**config.mk**
```make
export PLATFORM = sky130hd
export DESIGN_NAME = pc_sequencer
export DESIGN_NICKNAME = d
export VERILOG_FILES = /design/src/rtl/pc_sequencer_pkg.sv /design/src/rtl/pc_next_mux.sv /design/src/rtl/pc_sequencer.sv
export SDC_FILE = /design/constraint.sdc
export NUM_CORES = 1
export LEC_CHECK = 0
export ABC_AREA = 0
export CORE_AREA = 10 10 110 112
export DETAILED_ROUTE_END_ITERATION = 8
export DIE_AREA = 0 0 120 122
export GPL_TIMING_DRIVEN = 0
export PLACE_DENSITY = 0.85
export SYNTH_ARGS = -nofsm -noshare
export SYNTH_HDL_FRONTEND = slang
export SYNTH_SLANG_ARGS = --single-unit
```
**constraint.sdc**
```tcl
create_clock -name Clk -period 4.6 [get_ports Clk]
set_input_delay 0.46 -clock Clk [delete_from_list [all_inputs] [get_ports Clk]]
set_output_delay 0.46 -clock Clk [all_outputs]
set_load 0.02 [all_outputs]
```
**src/rtl/pc_sequencer_pkg.sv**
```systemverilog
// Shared FSM state encoding and default address constants for the PC sequencer.
package pc_sequencer_pkg;

  typedef enum logic [1:0] {
    ST_BOOT = 2'd0,
    ST_RUN  = 2'd1,
    ST_TRAP = 2'd2
  } pc_state_t;

  localparam logic [31:0] RESET_VECTOR_DEF = 32'h0000_0000;
  localparam logic [31:0] EXC_VECTOR_DEF   = 32'h0000_0180;
  localparam int unsigned INC_DEF          = 4;

endpackage

```
**src/rtl/pc_next_mux.sv**
```systemverilog
// Combinational next-PC select for the RUN state: priority resolution of
// trap, return, jump, branch, stall and fetch handshake.
module pc_next_mux #(
  parameter int unsigned       WIDTH      = 32,
  parameter logic [WIDTH-1:0]  EXC_VECTOR = '0,
  parameter int unsigned       INC        = 4
) (
  input  logic [WIDTH-1:0] i_pc,
  input  logic [WIDTH-1:0] i_epc,
  input  logic             i_stall,
  input  logic             i_branch,
  input  logic [WIDTH-1:0] i_branch_target,
  input  logic             i_jump,
  input  logic [WIDTH-1:0] i_jump_target,
  input  logic             i_exception,
  input  logic             i_eret,
  input  logic             i_fetch_valid,
  input  logic             i_fetch_ready,
  output logic [WIDTH-1:0] o_pc_nxt,
  output logic [WIDTH-1:0] o_epc_nxt,
  output logic             o_trap,
  output logic             o_misaligned
);

  logic             w_redirect;
  logic [WIDTH-1:0] w_target;

  always_comb begin
    o_pc_nxt     = i_pc;
    o_epc_nxt    = i_epc;
    o_trap       = 1'b0;
    o_misaligned = 1'b0;
    w_redirect   = 1'b0;
    w_target     = i_pc;

    if (i_exception) begin
      o_trap    = 1'b1;
      o_epc_nxt = i_pc;
      o_pc_nxt  = EXC_VECTOR;
    end else begin
      // Eret bypasses Stall; Jump/Branch are dropped while stalled.
      if (i_eret) begin
        w_redirect = 1'b1;
        w_target   = i_epc;
      end else if (!i_stall && i_jump) begin
        w_redirect = 1'b1;
        w_target   = i_jump_target;
      end else if (!i_stall && i_branch) begin
        w_redirect = 1'b1;
        w_target   = i_branch_target;
      end

      if (w_redirect) begin
        if (w_target[1:0] != 2'b00) begin
          o_trap       = 1'b1;
          o_misaligned = 1'b1;
          o_epc_nxt    = w_target;
          o_pc_nxt     = EXC_VECTOR;
        end else begin
          o_pc_nxt = w_target;
        end
      end else if (!i_stall && i_fetch_valid && i_fetch_ready) begin
        o_pc_nxt = i_pc + WIDTH'(INC);
      end
    end
  end

endmodule

```
**src/rtl/pc_sequencer.sv**
```systemverilog
// Fetch PC sequencer: BOOT/RUN/TRAP FSM with registered PC, EPC and status;
// every redirect or trap takes effect on the next rising edge.
module pc_sequencer
  import pc_sequencer_pkg::*;
#(
  parameter int unsigned      WIDTH        = 32,
  parameter logic [WIDTH-1:0] RESET_VECTOR = WIDTH'(RESET_VECTOR_DEF),
  parameter logic [WIDTH-1:0] EXC_VECTOR   = WIDTH'(EXC_VECTOR_DEF),
  parameter int unsigned      INC          = INC_DEF
) (
  input  logic             Clk,
  input  logic             Reset,
  input  logic             Stall,
  input  logic             BranchTaken,
  input  logic [WIDTH-1:0] BranchTarget,
  input  logic             Jump,
  input  logic [WIDTH-1:0] JumpTarget,
  input  logic             Exception,
  input  logic             Eret,
  input  logic             FetchReady,
  output logic [WIDTH-1:0] PCResult,
  output logic             FetchValid,
  output logic [WIDTH-1:0] EPC,
  output logic             Misaligned
);

  pc_state_t        r_state, w_state_nxt;
  logic [WIDTH-1:0] r_pc, r_epc;
  logic             r_fetch_valid, r_misaligned;

  logic [WIDTH-1:0] w_pc_nxt, w_epc_nxt;
  logic             w_mis_nxt;
  logic [WIDTH-1:0] w_mux_pc, w_mux_epc;
  logic             w_mux_trap, w_mux_mis;

  pc_next_mux #(
    .WIDTH      (WIDTH),
    .EXC_VECTOR (EXC_VECTOR),
    .INC        (INC)
  ) u_next_mux (
    .i_pc            (r_pc),
    .i_epc           (r_epc),
    .i_stall         (Stall),
    .i_branch        (BranchTaken),
    .i_branch_target (BranchTarget),
    .i_jump          (Jump),
    .i_jump_target   (JumpTarget),
    .i_exception     (Exception),
    .i_eret          (Eret),
    .i_fetch_valid   (r_fetch_valid),
    .i_fetch_ready   (FetchReady),
    .o_pc_nxt        (w_mux_pc),
    .o_epc_nxt       (w_mux_epc),
    .o_trap          (w_mux_trap),
    .o_misaligned    (w_mux_mis)
  );

  // Control inputs only matter in RUN; BOOT and TRAP hold PC/EPC for one cycle.
  always_comb begin
    w_state_nxt = r_state;
    w_pc_nxt    = r_pc;
    w_epc_nxt   = r_epc;
    w_mis_nxt   = 1'b0;
    case (r_state)
      ST_BOOT: w_state_nxt = ST_RUN;
      ST_RUN: begin
        w_pc_nxt  = w_mux_pc;
        w_epc_nxt = w_mux_epc;
        w_mis_nxt = w_mux_mis;
        if (w_mux_trap) w_state_nxt = ST_TRAP;
      end
      ST_TRAP: w_state_nxt = ST_RUN;
      default: w_state_nxt = ST_BOOT;
    endcase
  end

  always_ff @(posedge Clk or negedge Reset) begin
    if (!Reset) begin
      r_state       <= ST_BOOT;
      r_pc          <= RESET_VECTOR;
      r_epc         <= '0;
      r_fetch_valid <= 1'b0;
      r_misaligned  <= 1'b0;
    end else begin
      r_state       <= w_state_nxt;
      r_pc          <= w_pc_nxt;
      r_epc         <= w_epc_nxt;
      r_fetch_valid <= (w_state_nxt == ST_RUN);
      r_misaligned  <= w_mis_nxt;
    end
  end

  assign PCResult   = r_pc;
  assign FetchValid = r_fetch_valid;
  assign EPC        = r_epc;
  assign Misaligned = r_misaligned;

endmodule
```
# ---- Word-level counts from Yosys, hierarchy flattened
# Cells that the tools add are included.
dict set report classes {
  addsub 1
  eq_ne 3
  mux 22
  n_reduce_logical 13
}
# cell n
set op_table {}
lappend op_table {{32-bit 2-to-1 mux} 11}
lappend op_table {{32-bit by 3-bit adder with 32-bit output, second input constant} 1}
lappend op_table {{1-bit 2-to-1 mux} 9}
lappend op_table {{2-bit nonzero test} 3}
lappend op_table {{2-bit by 1-bit equality test with 1-bit output, second input constant} 2}
lappend op_table {{1-bit logical AND} 4}
lappend op_table {{2-bit one-hot mux with 2 select lines} 1}
lappend op_table {{3-bit AND reduction} 1}
lappend op_table {{3-bit nonzero test} 1}
lappend op_table {{2-bit equality test, second input constant} 1}
lappend op_table {{2-bit logical NOT} 1}
lappend op_table {{2-bit 2-to-1 mux} 1}
lappend op_table {{2-bit AND reduction} 1}
lappend op_table {{2-bit OR reduction} 1}
lappend op_table {{1-bit logical NOT} 1}
dict set report totals {
  register_bits 68
  out_inout_bits 66
  elab_cells 44
}

# ---- Longest topological paths before layout
dict set report depth {
  word_depth 13
  ltp_mapped 9
  depth_no_buf 6
}

# ---- Hierarchy
# From an unflattened synthesis, not the netlist that was laid out.
dict set report hier_totals {
  cells_unflattened 540
  hier_area_um2 5700.5
}
# module instances cells_each area_per_inst_um2 seq_area_each_um2
set modules_own_cells {}
lappend modules_own_cells {pc_next_mux 1 396 2994.1 0.0}
lappend modules_own_cells {pc_sequencer 1 144 2706.3 1701.6}

# ---- Least setup slack after synthesis
# OpenSTA, ideal clock, no wires.
dict set report synth_timing {
  path_kind {input port to flip-flop}
  from {input Jump}
  to {register r_epc[19], in the netlist EPC[19]}
  setup_ps 125
  t_arrival_ps 2392
  required_ps 4475
  slack_ps 2083
  stages 8
  path_cell_list {buf_6 -> or4b_1 -> o2111a_2 -> or4_4 -> o21ai_4 -> inv_4 -> buf_6 -> mux2_4}
}
dict set report synth_via {
  elab_chain_len 7
  word_cells_on_any_way 14
  classes_between {mux (9); reduce/logical (5)}
}
# element line_no
set synth_rtl {}
lappend synth_rtl {{start, declared} pc_sequencer.sv:16} ;# input logic Jump,
lappend synth_rtl {{1-bit logical AND *} pc_next_mux.sv:45} ;# end else if (!i_stall && i_jump) begin
lappend synth_rtl {{32-bit 2-to-1 mux} pc_next_mux.sv:45}
lappend synth_rtl {{32-bit 2-to-1 mux} pc_next_mux.sv:42} ;# if (i_eret) begin
lappend synth_rtl {{32-bit 2-to-1 mux} pc_next_mux.sv:36} ;# if (i_exception) begin
lappend synth_rtl {{2-bit nonzero test / 32-bit 2-to-1 mux (equally long branches)} pc_next_mux.sv:54} ;# if (w_target[1:0] != 2'b00) begin
lappend synth_rtl {{2-bit nonzero test (no line) / 32-bit 2-to-1 mux (equally long branches)} --}
lappend synth_rtl {{3-bit AND reduction (no line) / 32-bit 2-to-1 mux (equally long branches)} --}
lappend synth_rtl {{end signal, assigned} pc_sequencer.sv:87} ;# r_epc <= w_epc_nxt;
lappend synth_rtl {{end, declared} pc_sequencer.sv:28} ;# logic [WIDTH-1:0] r_pc, r_epc;
# Mark *: on every way between the ends. The rest lies on a longest branch, timed or not. The select of a mux whose other input is x is not followed.
# A chain may end at the register's enable or synchronous reset.

# ---- Final worst setup path
dict set report layout_timing {
  from {input BranchTaken}
  to {register r_pc[29], in the netlist PCResult[29]}
}
dict set report layout_via {
  elab_chain_len 9
  word_cells_on_any_way 15
  classes_between {mux (11); reduce/logical (4)}
}
# element line_no
set layout_rtl {}
lappend layout_rtl {{start, declared} pc_sequencer.sv:14} ;# input logic BranchTaken,
lappend layout_rtl {{1-bit logical AND *} pc_next_mux.sv:48} ;# end else if (!i_stall && i_branch) begin
lappend layout_rtl {{32-bit 2-to-1 mux} pc_next_mux.sv:48}
lappend layout_rtl {{32-bit 2-to-1 mux} pc_next_mux.sv:45}
lappend layout_rtl {{32-bit 2-to-1 mux} pc_next_mux.sv:42}
lappend layout_rtl {{32-bit 2-to-1 mux} pc_next_mux.sv:36}
lappend layout_rtl {{2-bit nonzero test} pc_next_mux.sv:54}
lappend layout_rtl {{32-bit 2-to-1 mux} pc_next_mux.sv:54}
lappend layout_rtl {{32-bit 2-to-1 mux} pc_next_mux.sv:53} ;# if (w_redirect) begin
lappend layout_rtl {{32-bit 2-to-1 mux} pc_next_mux.sv:36}
lappend layout_rtl {{end signal, assigned} pc_sequencer.sv:86} ;# r_pc <= w_pc_nxt;
lappend layout_rtl {{end, declared} pc_sequencer.sv:28}
# Marks and branches as above.

==> impl_metrics.ini <==
[cts]
cts_hold_buf = 0
clk_pin_slew_ns = 0.08
cts.repair.resized = 0
cts_tree = built
clk_latency_ns = 0.36
cts_root_buf = clkbuf_8
post_cts_buffers = 0
htreeDepth = 3
cts_sinks = 68
clk_path_buf_depth = 2
cts_made_buffers = 9

[worst_setup_path]
crit_buf_inv = 3
cp-startpoint = BranchTaken
worst-path-stages = 8
cp_slowest_cell = clkbuf_1
worst-setup-path-type = primary input to flop
path_delay_family = buffers and inverters
worstReg2RegStart = PCResult[8]
reg2reg_depth = 8
worstPathCellList = clkdlybuf4s50_1 -> clkbuf_1 -> o21bai_1 -> nor2_1 -> o21ai_0 -> nand3b_1 -> clkbuf_1 -> o2bb2ai_1
worstPathArrival_ns = 3.97
startpoint_type = primary input
worst-endpoint-required_ns = 4.81
max_stage_delay_ns = 0.61
cp-end-kind = flop
cp_max_fo = 10
cpMostUsedCell = clkbuf_1

[finish]
drive_gt1_share_pct = 7.52
multi_input_area_um2 = 3120
antenna_cells = 0
final_cell_area_um2 = 6850
utilization_pct = 68.2
seq_area_um2 = 1700
area_growth_pct = 34.1
fillers = 802
nets = 839

[timing]
setup_viol = 0
final_hold_viol_count = 0
finalClockSkew_ns = 0.0129
tightest_slew_ns = 1.41
tns_ns = 0
fin_crit_ns = 3.76
relSlewSlack_pct = 5.26
grt_setup_unrepaired = false
max_freq_mhz = 266
finalWorstSetupSlack_ns = 0.842
drv_slew = 0
post-route-period-util_pct = 81.7

[die]
coreArea_um2 = 10000
rows = 37
die_area_um2 = 14600
start_util_pct = 50.8
die_x_um = 120
boundaryPins = 138
die_h_um = 122

[pwr]
p_switching_mw = 1.54
p_leak_nw = 2.71
p_sw_share_pct = 45.9
pwr-share-comb_pct = 54.1
power_mw = 3.36
peakVddDrop_v = 0.000299
p_int_mw = 1.82
seqPwrFrac_pct = 31.3
power_density_nw_per_um2 = 491
clockPowerShare_pct = 14.6

[place]
dpl_worst_slack_ns = 0.639
dp_hpwl_mm = 17.7
portBuffers = 135
placed_area_um2 = 6650
place_congestion = 0.974

[global_route]
antenna_found_initial = 0
grt_overflow = 0
grtUsageTotal_pct = 31.5
grt_max_degree = 45
grt_first_pass_wirelength_mm = 36.0
grt_pass1_vias = 6116

[yosys]
synth_top_family_by_area = compound AO/OA/AOI/OAI gates
yosys.area_share.simple_pct = 22.2
synth-edff-count = 0
synthCells = 619
synth.area.top_cells = dfrtp_1 (33%), o21ai_0 (4.9%), mux2_2 (4.9%)
yosysSeqAreaShare_pct = 33.3
synthArstFlopShare_pct = 100
synth_fa_ha_area_share_pct = 0.245
synth_top_flop_cell = dfrtp_1
syn_area_um2 = 5110
synth.top_cell.area_share_pct = 33.3
yosys-mux-area-fraction_pct = 9.95
yosys_warnings = 0
synth-compound-area-share_pct = 28.6
yosysUniqueCellTypes = 68
avgSynthCellArea_um2 = 8.25
synth_seq_cells = 68
post-synth-top-area-cell = dfrtp_1
synth_nets = 692
synth-xor-area-share_pct = 0

[job]
maxCapViolCount = 0

[route]
wl_per_cell_um = 26.5
viasPerCell = 6.85
drcViolationCount = 0
drt-pass1-iter-count = 6
vias = 6210
drt-initial-drc-count = 847
finalWirelength_mm = 24.0
antenna_left = 0

[outcome]
status = finished clean

[worst_hold_path]
hold_path_class = primary input to asynchronous set/reset pin
==> registers in the layout, indices dropped and copies added (netlist names) <==
register / count
Misaligned: 1
FetchValid: 1
EPC: 32
r_state: 2
PCResult: 32
==> worst reg2reg max path, stage by stage, from the launching register on <==
cell	delay (ns)
dfrtp_1	0.38
clkbuf_1	0.34
nand2_1	0.24
or4_1	0.55
clkbuf_1	0.24
clkbuf_1	0.37
nor3_1	0.33
o21ai_0	0.13
o2bb2ai_1	0.17
==> layout by cell type, fill, tap and decap left out, types with 5 or more instances in the layout <==
cell	n
a211o_1	10
o2bb2ai_1	13
a221oi_1	10
mux2i_1	23
a21oi_1	32
nor2_1	50
nor4_1	5
and3b_1	8
dfrtp_1	68
o21bai_1	5
nor3_1	18
o21ai_0	50
o41ai_1	7
and3_1	8
nand4_1	7
inv_1	20
clkbuf_8	12
clkbuf_1	43
buf_1	6
nand2_1	63
a22o_1	11
o31ai_1	9
a211oi_1	16
nor3b_1	7
nor2b_1	6
nand3_1	15
clkdlybuf4s50_1	134
o22ai_1	11
nand2b_1	9
mux2_2	22
==> per-layer routing <==
| layer | vias up | routed length, um | GRT usage [%] |
|---|---|---|---|
| met5 | - | 0 | 0 |
| met4 | 0 | 1000 | 15.5 |
| met3 | 92 | 2930 | 8.97 |
| met2 | 501 | 11200 | 50.5 |
| met1 | 2986 | 8910 | 38.4 |
| li1 | 2631 | - | - |
==> metrics by stage <==
step	hold WS (ns)	cells
after global placement	0.498	890
after floorplan	0.164	619
after global routing	0.0229	907
final	0.00319	907
after detailed placement	0.394	891
after CTS	0.0114	907
==> synthesized netlist by cell type, types with 13 or more instances <==
master	count
a211oi_1	16
inv_1	20
mux2i_1	23
mux2_2	22
nand2_1	63
nor3_1	18
nor2_1	50
clkbuf_1	42
a21oi_1	32
o21ai_0	50
o2bb2ai_1	13
nand3_1	15
dfrtp_1	68
==> cell type report <==
type / count / share of cell area [%]
sequential: 68 / 24.8
timing repair buffer: 136 / 20.1
inverter: 22 / 1.24
multi-input combinational: 478 / 45.5
tap: 136 / 2.48
clock inverter: 3 / 0.292
clock buffer: 13 / 2.47
buffer: 51 / 3.03
==> power groups by stage <==
stage	sequential, mW	combinational, mW	clock, mW
6_report	1.05	1.82	0.492
5_1_grt	1.07	1.91	0.514
4_1_cts	1.03	1.79	0.486
3_5_place_dp	1.04	1.78	0
3_3_place_gp	1.03	1.74	0
2_1_floorplan	1.22	0.765	0
==> cells by family (layout without fill, tap and decap cells) <==
kind of cell	count (synthesis)	count (layout)
muxes	47	47
adders and majority gates	1	1
DFF	68	68
AOI/OAI and AO/OA	210	210
buffers and inverters	73	225
and+or+nand+nor	220	220
==> worst paths after layout <==
path                       slack (ns)           end
max in group asynchronous        4.03   PCResult[2]
min reg2reg                      0.54       EPC[30]
min                             0.003  PCResult[24]
min in group Clk                 0.54       EPC[30]
max                              0.84  PCResult[29]
max reg2reg                      1.70  PCResult[16]
Note: power is estimated with default switching activity, not from simulation.
